--- src/rtl/ex_wb_stage_if.sv ---
// ex_wb_stage_if: ID/EX operands in, EX/WB state and decode read port out.
// master = upstream pipeline and decode, slave = ex_wb_stage.
interface ex_wb_stage_if;
   logic       ID_EX_RegWrite;
   logic       ID_EX_ALUSrc;
   logic [7:0] ID_EX_Read_Data;
   logic [7:0] ID_EX_Imm_Data;
   logic [2:0] ID_EX_Read_Reg_Num;
   logic [2:0] ID_EX_Write_Reg_Num;
   logic [2:0] Read_Reg_Num;
   logic [7:0] Read_Data;
   logic       EX_WB_RegWrite;
   logic [7:0] EX_WB_Write_Data;
   logic [2:0] EX_WB_Write_Reg_Num;

   modport master (
      output ID_EX_RegWrite, ID_EX_ALUSrc, ID_EX_Read_Data,
      output ID_EX_Imm_Data, ID_EX_Read_Reg_Num, ID_EX_Write_Reg_Num,
      output Read_Reg_Num,
      input  Read_Data, EX_WB_RegWrite, EX_WB_Write_Data,
      input  EX_WB_Write_Reg_Num
   );

   modport slave (
      input  ID_EX_RegWrite, ID_EX_ALUSrc, ID_EX_Read_Data,
      input  ID_EX_Imm_Data, ID_EX_Read_Reg_Num, ID_EX_Write_Reg_Num,
      input  Read_Reg_Num,
      output Read_Data, EX_WB_RegWrite, EX_WB_Write_Data,
      output EX_WB_Write_Reg_Num
   );
endinterface

--- src/rtl/ex_wb_stage.sv ---
// ex_wb_stage: result select, EX/WB register and 8x8 register file.
// Define EX_WB_FWD_EN to add the EX/WB -> EX operand forwarding path.
module ex_wb_stage (
   input logic          Clk,
   input logic          Reset_n,
   ex_wb_stage_if.slave bus
);
   logic       r_wb_we;
   logic [7:0] r_wb_data;
   logic [2:0] r_wb_rd;
   logic [7:0] r_regs [8];

   logic       w_fwd_hit;
   logic       w_byp_hit;
   logic [7:0] w_operand;
   logic [7:0] w_result;

`ifdef EX_WB_FWD_EN
   assign w_fwd_hit = r_wb_we && (r_wb_rd == bus.ID_EX_Read_Reg_Num);
`else
   logic w_unused_rs;
   assign w_unused_rs = ^bus.ID_EX_Read_Reg_Num;
   assign w_fwd_hit   = 1'b0;
`endif

   assign w_operand = w_fwd_hit ? r_wb_data : bus.ID_EX_Read_Data;
   assign w_result  = bus.ID_EX_ALUSrc ? bus.ID_EX_Imm_Data : w_operand;

   always_ff @(posedge Clk or negedge Reset_n) begin
      if (!Reset_n) begin
         r_wb_we   <= 1'b0;
         r_wb_data <= 8'h00;
         r_wb_rd   <= 3'd0;
      end else begin
         r_wb_we   <= bus.ID_EX_RegWrite;
         r_wb_data <= w_result;
         r_wb_rd   <= bus.ID_EX_Write_Reg_Num;
      end
   end

   // Each register resets to its own index.
   always_ff @(posedge Clk or negedge Reset_n) begin
      if (!Reset_n) begin
         for (int k = 0; k < 8; k++) begin
            r_regs[k] <= 8'(k);
         end
      end else if (r_wb_we) begin
         r_regs[r_wb_rd] <= r_wb_data;
      end
   end

   assign w_byp_hit = r_wb_we && (r_wb_rd == bus.Read_Reg_Num);

   assign bus.Read_Data = w_byp_hit ? r_wb_data
                                    : r_regs[bus.Read_Reg_Num];

   assign bus.EX_WB_RegWrite      = r_wb_we;
   assign bus.EX_WB_Write_Data    = r_wb_data;
   assign bus.EX_WB_Write_Reg_Num = r_wb_rd;
endmodule

--- src/flat_wrapper.sv ---
// flat-port wrapper written by rule: the top's interface ports become plain ports
module ex_wb_stage_flat 
  (Clk, Reset_n, bus_ID_EX_RegWrite, bus_ID_EX_ALUSrc, bus_ID_EX_Read_Data, bus_ID_EX_Imm_Data, bus_ID_EX_Read_Reg_Num, bus_ID_EX_Write_Reg_Num, bus_Read_Reg_Num, bus_Read_Data, bus_EX_WB_RegWrite, bus_EX_WB_Write_Data, bus_EX_WB_Write_Reg_Num);
  ex_wb_stage_if bus_i ();
  input logic Clk;
  input logic Reset_n;
  input wire logic [$bits(bus_i.ID_EX_RegWrite)-1:0] bus_ID_EX_RegWrite;
  input wire logic [$bits(bus_i.ID_EX_ALUSrc)-1:0] bus_ID_EX_ALUSrc;
  input wire logic [$bits(bus_i.ID_EX_Read_Data)-1:0] bus_ID_EX_Read_Data;
  input wire logic [$bits(bus_i.ID_EX_Imm_Data)-1:0] bus_ID_EX_Imm_Data;
  input wire logic [$bits(bus_i.ID_EX_Read_Reg_Num)-1:0] bus_ID_EX_Read_Reg_Num;
  input wire logic [$bits(bus_i.ID_EX_Write_Reg_Num)-1:0] bus_ID_EX_Write_Reg_Num;
  input wire logic [$bits(bus_i.Read_Reg_Num)-1:0] bus_Read_Reg_Num;
  output wire logic [$bits(bus_i.Read_Data)-1:0] bus_Read_Data;
  output wire logic [$bits(bus_i.EX_WB_RegWrite)-1:0] bus_EX_WB_RegWrite;
  output wire logic [$bits(bus_i.EX_WB_Write_Data)-1:0] bus_EX_WB_Write_Data;
  output wire logic [$bits(bus_i.EX_WB_Write_Reg_Num)-1:0] bus_EX_WB_Write_Reg_Num;
  assign bus_i.ID_EX_RegWrite = bus_ID_EX_RegWrite;
  assign bus_i.ID_EX_ALUSrc = bus_ID_EX_ALUSrc;
  assign bus_i.ID_EX_Read_Data = bus_ID_EX_Read_Data;
  assign bus_i.ID_EX_Imm_Data = bus_ID_EX_Imm_Data;
  assign bus_i.ID_EX_Read_Reg_Num = bus_ID_EX_Read_Reg_Num;
  assign bus_i.ID_EX_Write_Reg_Num = bus_ID_EX_Write_Reg_Num;
  assign bus_i.Read_Reg_Num = bus_Read_Reg_Num;
  assign bus_Read_Data = bus_i.Read_Data;
  assign bus_EX_WB_RegWrite = bus_i.EX_WB_RegWrite;
  assign bus_EX_WB_Write_Data = bus_i.EX_WB_Write_Data;
  assign bus_EX_WB_Write_Reg_Num = bus_i.EX_WB_Write_Reg_Num;
  ex_wb_stage u_core (.Clk(Clk), .Reset_n(Reset_n), .bus(bus_i));
endmodule
--- config.mk ---
export PLATFORM = sky130hd
export DESIGN_NAME = ex_wb_stage_flat
export DESIGN_NICKNAME = d
export VERILOG_FILES = /design/src/rtl/ex_wb_stage_if.sv /design/src/rtl/ex_wb_stage.sv /design/src/flat_wrapper.sv
export SDC_FILE = /design/constraint.sdc
export NUM_CORES = 1
export LEC_CHECK = 0
export BUFFER_PORTS_ARGS = -buffer_cell sky130_fd_sc_hd__buf_2
export CAP_MARGIN = 15
export CORE_ASPECT_RATIO = 0.75
export CORE_MARGIN = 5
export CORE_UTILIZATION = 49
export CTS_BUF_LIST = sky130_fd_sc_hd__clkbuf_2 sky130_fd_sc_hd__clkbuf_4 sky130_fd_sc_hd__clkbuf_8
export DETAILED_ROUTE_END_ITERATION = 12
export PLACE_DENSITY = 0.73
export SETUP_SLACK_MARGIN = 0.15
export SLEW_MARGIN = 20
export SYNTH_ARGS = -nofsm -noshare
export SYNTH_HDL_FRONTEND = slang
export SYNTH_SLANG_ARGS = --single-unit
--- constraint.sdc ---
create_clock -name Clk -period 1.49 [get_ports Clk]
set_input_delay 0.149 -clock Clk [delete_from_list [all_inputs] [get_ports Clk]]
set_output_delay 0.149 -clock Clk [all_outputs]
set_load 0.05 [all_outputs]
Word level (Yosys, flattened, before mapping)

Cells that the tools add are included.

Magnitude comparators: 3
Equality and inequality tests: 1
Muxes and demuxes: 8
Bitwise logic cells: 2
Reduce and logical (&&, ||, !) cells: 2

Operators by type and width:

| operator                                                              | count |
|---|---|
| 64-bit bitwise mux                                                    | 1 |
| 8-bit 2-to-1 mux                                                      | 5 |
| 8-bit binary-select mux with 3-bit select                             | 1 |
| 8-bit demux with 3-bit select                                         | 1 |
| 4-bit >= comparator (second input constant)                           | 2 |
| 3-bit inverter with 4-bit output                                      | 2 |
| 4-bit by 1-bit < comparator with 1-bit output (second input constant) | 1 |
| 3-bit == test                                                         | 1 |
| 1-bit logical AND                                                     | 2 |

Flip-flop bits (word level): 76
Input port bits: 29
Output and inout bits: 20
Word-level logic and storage cells: 27

Depth between registers and ports, before layout

Gate-level depths: netlist (run 1).

Depth in word-level cells: 6
Mapped depth: 5
Gate-level depth less buffers: 3

Least setup slack after synthesis (run 1)

No wires, ideal clock.

Kind: flip-flop to output port
Start point: register u_core.r_wb_rd[0] (netlist: u_core.bus.EX_WB_Write_Reg_Num[0])
End point: output port bus_Read_Data[0]
Arrival: 1908 ps
Data required time: 1341 ps
Path slack: -567 ps
Stages on the path, launching flop included: 5
Path buffers: 1
Path through: dfrtp_1 -> clkbuf_1 -> xnor2_1 -> nand4_1 -> mux2_2

Cells in the longest elaborated chain, start to end: 3

Ends and longest elaborated chain:

| what                     | RTL line           | text |
|---|---|---|
| start: declaration       | ex_wb_stage.sv:10  | `logic [2:0] r_wb_rd;` |
| start signal: assignment | ex_wb_stage.sv:37  | `r_wb_rd <= bus.ID_EX_Write_Reg_Num;` |
| 3-bit == test            | ex_wb_stage.sv:52  | `assign w_byp_hit = r_wb_we && (r_wb_rd == bus.Read_Reg_Num);` |
| 1-bit logical AND        | ex_wb_stage.sv:52  |  |
| 8-bit 2-to-1 mux         | ex_wb_stage.sv:54  | `assign bus.Read_Data = w_byp_hit ? r_wb_data` |
| end: declaration         | flat_wrapper.sv:14 | `output wire logic [$bits(bus_i.Read_Data)-1:0] bus_Read_Data;` |

No other way between the ends.

Final worst setup path (run 1)

Start point: register u_core.r_regs[15] (netlist bit)
End point: output port bus_Read_Data[7]

Cells in the longest elaborated chain, start to end: 4

Ends and longest elaborated chain:

| what                                                | RTL line          | text |
|---|---|---|
| start: declaration                                  | ex_wb_stage.sv:11 | `logic [7:0] r_regs [8];` |
| start signal: indexed assignment                    | ex_wb_stage.sv:45 | `r_regs[k] <= 8'(k);` |
| start signal: indexed assignment                    | ex_wb_stage.sv:48 | `r_regs[r_wb_rd] <= r_wb_data;` |
| 8-bit binary-select mux with 3-bit select           | ex_wb_stage.sv:55 | `: r_regs[bus.Read_Reg_Num];` |
| 8-bit 2-to-1 mux (implied by the code) (2 in a row) | ex_wb_stage.sv:55 |  |
| 8-bit 2-to-1 mux                                    | ex_wb_stage.sv:54 |  |

No other way between the ends. The select of a mux whose other input is x is not followed.

==> reports/qor.yml, run 1 <==
r2r_cells: 6
grt_remaining_overflow: 0
timing_max_transition_violations_final: 0
postSynthAreaPerCell_um2: 17.1
cell_internal_pwr_mw: 5.20
detail_route.iter0.violations: 135
buffer_ports.inserted: 45
synthDominantCellAreaShare_pct: 45.8
finalWorstSetupSlack_ns: -0.582
hp-class: "input port to flip-flop"
power.combinational.fraction_pct: 31.9
timing.critical_path.cells: "mux4_2, mux2_4, mux2_4, buf_8"
critPathMaxStageDelay_ns: 0.48
crit_path_frequent_cell: "sky130_fd_sc_hd__mux2_4"
sequential_element_share_of_the_synthesized_area_pct: 54.8
switching_share_pct: 26.7
design.final.nets: 341
numCtsBuffers: 9
fmaxAchievable_mhz: 483
worst-slew-pin-transition_ns: 0.360
pwr-share-clk_pct: 27.6
synthesis.nets: 233
synth.largest_area_cell: "sky130_fd_sc_hd__dfrtp_1"
dp_hpwl_um: 5120
slowest_stage: "sky130_fd_sc_hd__mux4_2"
crit_required_ns: 1.34
pwr_density_cell_mw_per_mm2: 1400
p_seq_share_pct: 40.5
startpoint_type: "flip-flop"
clockRootBuffer: "sky130_fd_sc_hd__clkbuf_8"
ios: 49
fp.dieArea_mm2: 0.00894
via_count: 2249
routabilityCongestion: 0.727
synthesis.yosys.warnings: 0
clock-sinks: 76
multi_input_comb_area_mm2: 0.00177
worst-r2r-setup-slack_ns: -0.11
failing_checks: "negative setup slack"
timing_worst_setup_path_type: "flip-flop to primary output"
critical_path.reg2reg.startpoint: "u_core.bus.EX_WB_Write_Reg_Num[1]"
dpl-instance-area_mm2: 0.00426
instance_count_along_the_most_critical_hold_path: 2
arrival_ns: 1.92
drive_gt1_share_pct: 79.5
floorplan.initialDensity_pct: 50.9
drt-pass1-iter-count: 4
synth.area.top_cells: "sky130_fd_sc_hd__dfrtp_1 (46%), sky130_fd_sc_hd__mux2_2 (28%), sky130_fd_sc_hd__dfstp_2 (9.0%), sky130_fd_sc_hd__mux4_1 (6.8%), sky130_fd_sc_hd__mux4_2 (4.5%)"
synth_cell_types: 18
nFillCells: 406
floorplan.core_area_mm2: 0.00686
diodes: 0
cts_tree: "built"
num_rows: 26
area.sequential_mm2: 0.00193
clock_insertion_delay_worst_skew_ns: 0.34
clock_pin_slew_on_the_worst_setup_and_hold_paths_ns: 0.07
max_cap_viol_count: 0
finalCriticalPeriod_ns: 2.07
number_of_global_route_vias_before_repair: 2450
vias_per_cell: 5.42
hp-start: "bus_ID_EX_Read_Data[0]"
antenna_left: 0
clock_skew_ns: 0.00926
setup.worst_path.end_class: "primary output"
hold_slack_ns: 0.0395
timing.final.hold_violations: 0
grt_max_degree: 37
power.ir.vdd_worst_mv: 0.841
rsz_0062_raised_after_global_routing: "true"
die_width_um: 108
wl_per_cell_um: 21.5
remaining_max_slew_budget_at_the_tightest_pin_pct: 76.0
p_switching_mw: 1.89
postRouteWirelength_um: 8920
cts_buffer_depth: 2
postSynthCellCount: 204
global_route.usage.total_pct: 20.6
area_added_between_synthesis_and_finish_pct: 44.7
grt_antenna_before_repair: 0
setup-violations-final: 61
fin_crit_sh_pct: 139
p_leak_nw: 2.38
critical_path_peak_fanout: 2
worstHoldEndpoint: "u_core.bus.EX_WB_Write_Data[0]"
global_route_wire_length_before_repair_um: 13900
syn_area_mm2: 0.00350
layout.cell_area.non_filler_mm2: 0.00506
drcViolationCount: 0
die_height_um: 83.2
crit-reg2reg-capture: "u_core.r_regs[17]"
p_total_mw: 7.09
cts_htree_levels: 3
status: "finished with violations"
ys_ff_latch: 76
per-stage QoR:
stage                     instances  utilization, %  worst slack, ns  TNS, ns
after floorplan                 204               -           -0.325   -10.46
after CTS                       402            71.6           -0.569    -7.32
final                           415            73.7           -0.582    -6.97
after global placement          370            62.1           -0.412    -3.36
after global routing            415            73.7           -0.631    -9.44
after detailed placement        370            62.1           -0.416    -3.46
power groups by stage:
stage / combinational, mW / sequential, mW / clock (mW)
final: 2.26 / 2.87 / 1.96
after global routing: 2.38 / 2.91 / 2.09
after CTS: 2.11 / 2.84 / 1.99
after detailed placement: 1.65 / 2.85 / 0
after global placement: 1.62 / 2.83 / 0
after floorplan: 1.19 / 2.83 / 0
registers in the layout, summed over array words and instances (netlist names):
name / flops
u_core.bus.EX_WB_Write_Reg_Num: 3
u_core.bus.EX_WB_RegWrite: 1
u_core.bus.EX_WB_Write_Data: 8
u_core.r_regs: 64
how the worst max path moves through the flow:
stage	from	endpoint	depth (start not counted)
5_1_grt	u_core.r_regs[15]	bus_Read_Data[7]	4
4_1_cts	u_core.r_regs[25]	bus_Read_Data[1]	4
2_1_floorplan	u_core.bus.EX_WB_Write_Reg_Num[0]	bus_Read_Data[0]	4
3_3_place_gp	bus_Read_Reg_Num[0]	bus_Read_Data[5]	6
3_5_place_dp	bus_Read_Reg_Num[0]	bus_Read_Data[5]	6
6_report	u_core.r_regs[15]	bus_Read_Data[7]	4
repair_timing:
action                                 in CTS  in global routing
setup endpoints to repair                  76                 81
hold buffers                                5                  0
buffers inserted                           11                 13
resized for setup                          95                 16
endpoints found under the hold margin      27                  0
pin swaps                                   3                  2
kinds of logic after synthesis:
| logic type | after synthesis | synth area share (%) |
|---|---|---|
| XOR/XNOR | 3 | 0.751 |
| AND/OR/NAND/NOR | 11 | 2.68 |
| flip-flops | 76 | 54.8 |
| multiplexers | 104 | 39.7 |
| buffers and inverters | 10 | 2.04 |
cell type report:
cell class,instances,area share [%]
Sequential cell,76,38.1
Multi-Input combinational cell,118,35.1
Timing Repair Buffer,107,19.3
Clock buffer,12,3.14
Tap cell,98,2.42
Clock inverter,4,1.88
critical path, delay by kind of cell, from the launching register on:
kind	cells	cell delay, ns
buffers and inverters	1	0.15
flip-flops	1	0.40
multiplexers	3	1.04
routing by layer:
layer	GRT usage (%)	share of wire, %
met4	4.24	0.45
met3	6.36	5.2
met2	32.1	50
met5	0	0
met1	28.6	44
synthesized netlist by cell type, drive strengths merged:
cell type / count
mux4: 16
nand2: 1
buf: 5
xnor2: 3
dfrtp: 64
dfstp: 12
nand4b: 3
nor3: 2
nand4: 2
mux2: 88
nand2b: 1
nor3b: 2
clkbuf: 5
placed cells by master, fill, tap and decap left out, types with 2 or more instances in the layout:
cell type / n
sky130_fd_sc_hd__nand4b_1: 3
sky130_fd_sc_hd__nor3_4: 2
sky130_fd_sc_hd__xnor2_2: 2
sky130_fd_sc_hd__buf_2: 26
sky130_fd_sc_hd__mux2_2: 22
sky130_fd_sc_hd__buf_6: 18
sky130_fd_sc_hd__bufinv_16: 3
sky130_fd_sc_hd__clkbuf_4: 2
sky130_fd_sc_hd__nor3b_4: 2
sky130_fd_sc_hd__buf_4: 41
sky130_fd_sc_hd__nand4_1: 2
sky130_fd_sc_hd__clkbuf_8: 11
sky130_fd_sc_hd__mux4_2: 16
sky130_fd_sc_hd__buf_12: 8
sky130_fd_sc_hd__dfrtp_2: 10
sky130_fd_sc_hd__buf_8: 8
sky130_fd_sc_hd__dfrtp_1: 54
sky130_fd_sc_hd__mux2_4: 66
sky130_fd_sc_hd__dlygate4sd3_1: 5
sky130_fd_sc_hd__dfstp_2: 12
(Power assumes the default switching activity.)
==> run 2, diff against run 1 <==
Settings changed: CORE_UTILIZATION 49 to 53, HOLD_SLACK_MARGIN set to 0.02, PLACE_DENSITY 0.73 to 0.78.
==> run 2 against run 1 <==
  * Final area up 3.5%
  * Sequential power about the same
  * Clock skew about the same
  * Highest routed layer unchanged
  * Non-clock buffer count up 22
  * The flow still finishes with violations (negative setup slack)
  * Sequential share of layout area down 1.3 points
  * Critical endpoint is now bus_Read_Data[3]
  * Flip-flop and latch count unchanged
  * Clock power down 16%
==> reports/qor.yml, run 2 (synthesis results as in run 1) <==
cts_buffer_depth: 2
global_route_wire_length_before_repair_um: 14900
worst-r2r-setup-slack_ns: -0.09
ios: 49
remaining_max_slew_budget_at_the_tightest_pin_pct: 67.7
num_rows: 25
crit_required_ns: 1.34
cell_internal_pwr_mw: 5.00
dpl-instance-area_mm2: 0.00429
pre_cts_ws_ns: -0.409
pwr-share-clk_pct: 23.7
fin_crit_sh_pct: 140
pwr_density_cell_mw_per_mm2: 1330
global_route.usage.total_pct: 23.8
arrival_ns: 1.94
critical_path.endpoint: "bus_Read_Data[3]"
critical_path.reg2reg.startpoint: "u_core.bus.EX_WB_Write_Reg_Num[1]"
crit-reg2reg-capture: "u_core.r_regs[61]"
detail_route.iter0.violations: 131
hp-class: "input port to flip-flop"
number_of_global_route_vias_before_repair: 2623
worst-slew-pin-transition_ns: 0.485
setup_tns_ns: -6.83
setup.worst_path.end_class: "primary output"
setup-violations-final: 50
clock-sinks: 76
clock_insertion_delay_worst_skew_ns: 0.36
switching_share_pct: 28.4
cts_tree: "built"
wl_per_cell_um: 22.6
design.final.nets: 363
grt_max_degree: 36
drt-pass1-iter-count: 4
clockRootBuffer: "sky130_fd_sc_hd__clkbuf_8"
postRouteWirelength_um: 9490
finalWorstSetupSlack_ns: -0.595
layout.cells.most_common: "sky130_fd_sc_hd__mux2_4"
timing.final.hold_violations: 0
diodes: 0
layout.core_utilization_pct: 82.5
drive_gt1_share_pct: 77.3
fp.dieArea_mm2: 0.00834
floorplan.initialDensity_pct: 55.1
clock_skew_ns: 0.00918
timing_max_transition_violations_final: 0
failing_checks: "negative setup slack"
fmaxAchievable_mhz: 480
finalCriticalPeriod_ns: 2.09
layout.cell_area.non_filler_mm2: 0.00524
clock_pin_slew_on_the_worst_setup_and_hold_paths_ns: 0.08
p_seq_share_pct: 41.0
max_cap_viol_count: 0
drcViolationCount: 0
power.combinational.fraction_pct: 35.3
power.ir.vdd_worst_mv: 0.892
buffer_ports.inserted: 45
area_added_between_synthesis_and_finish_pct: 49.8
vias_per_cell: 5.68
grt_antenna_before_repair: 0
p_leak_nw: 2.50
critical_path_peak_fanout: 2
timing_worst_setup_path_type: "flip-flop to primary output"
startpoint_type: "flip-flop"
dp_hpwl_um: 5350
floorplan.core_area_mm2: 0.00635
r2r_cells: 5
mostFrequentLayoutCells: "sky130_fd_sc_hd__mux2_4 (75), sky130_fd_sc_hd__dfrtp_1 (55), sky130_fd_sc_hd__buf_4 (54)"
regMostFlops: "u_core.r_regs"
p_switching_mw: 1.98
crit_start: "u_core.r_regs[35]"
die_width_um: 104
antenna_left: 0
routabilityCongestion: 0.770
numCtsBuffers: 9
via_count: 2387
rsz_0062_raised_after_global_routing: "true"
status: "finished with violations"
die_height_um: 80.3
largest_reg_flops: 64
grt_remaining_overflow: 0
cts_htree_levels: 3
## run 2: how the worst min path moves through the flow
stage / startpoint / to / slack (ns) / cells past startpoint
after floorplan: Reset_n / u_core.bus.EX_WB_RegWrite / -0.15 / 0
after global placement: Reset_n / u_core.r_regs[39] / 0.13 / 1
after detailed placement: Reset_n / u_core.r_regs[39] / 0.14 / 1
after CTS: bus_ID_EX_Imm_Data[7] / u_core.bus.EX_WB_Write_Data[7] / 0.02 / 2
after global routing: bus_ID_EX_Imm_Data[3] / u_core.bus.EX_WB_Write_Data[3] / 0.03 / 2
final: bus_ID_EX_Imm_Data[7] / u_core.bus.EX_WB_Write_Data[7] / 0.03 / 2
## run 2: final cells by class
| type | instances | area, µm² |
|---|---|---|
| clock buffer | 12 | 159 |
| clock inverter | 4 | 47.5 |
| fill | 321 | 1110 |
| multi-input combinational | 118 | 1810 |
| sequential | 76 | 1930 |
| tap | 81 | 101 |
| timing repair buffer | 129 | 1190 |
## run 2: what timing repair did
action | 4_1_cts | 5_1_grt
endpoints found under the setup margin | 73 | 81
resized for setup | 105 | 13
setup buffers | 15 | 15
pin swaps | 3 | 2
endpoints found under the hold margin | 33 | 0
hold buffers | 17 | 0
## run 2: metrics by stage
step                power [mW]  hold WS [ns]  instances
finish                    6.97        0.0314        420
global route              7.26        0.0262        420
CTS                       6.75        0.0202        406
detailed placement        4.52         0.140        358
global placement          4.45         0.132        358
floorplan                 4.02        -0.147        204
## run 2: metal layers
layer | track usage (%) | vias up | routed length (µm)
li1 | - | 1023 | -
met1 | 29.3 | 1271 | 3960
met2 | 40.8 | 78 | 4880
met3 | 8.03 | 15 | 520
met4 | 5.95 | 0 | 123
met5 | 0 | - | 0
## run 2: power by group through the flow
stage | Combinational [mW] | Clock, mW | Sequential, mW
after floorplan | 1.19 | 0 | 2.83
after CTS | 2.26 | 1.66 | 2.83
final | 2.46 | 1.65 | 2.86
after global placement | 1.63 | 0 | 2.83
after global routing | 2.59 | 1.76 | 2.91
after detailed placement | 1.67 | 0 | 2.85
## run 2: critical path: stages, from the launching register on
cell and delay [ns]:
sky130_fd_sc_hd__dfrtp_1 0.40, sky130_fd_sc_hd__mux4_2 0.46, sky130_fd_sc_hd__mux2_4 0.29, sky130_fd_sc_hd__mux2_4 0.28
sky130_fd_sc_hd__buf_8 0.15
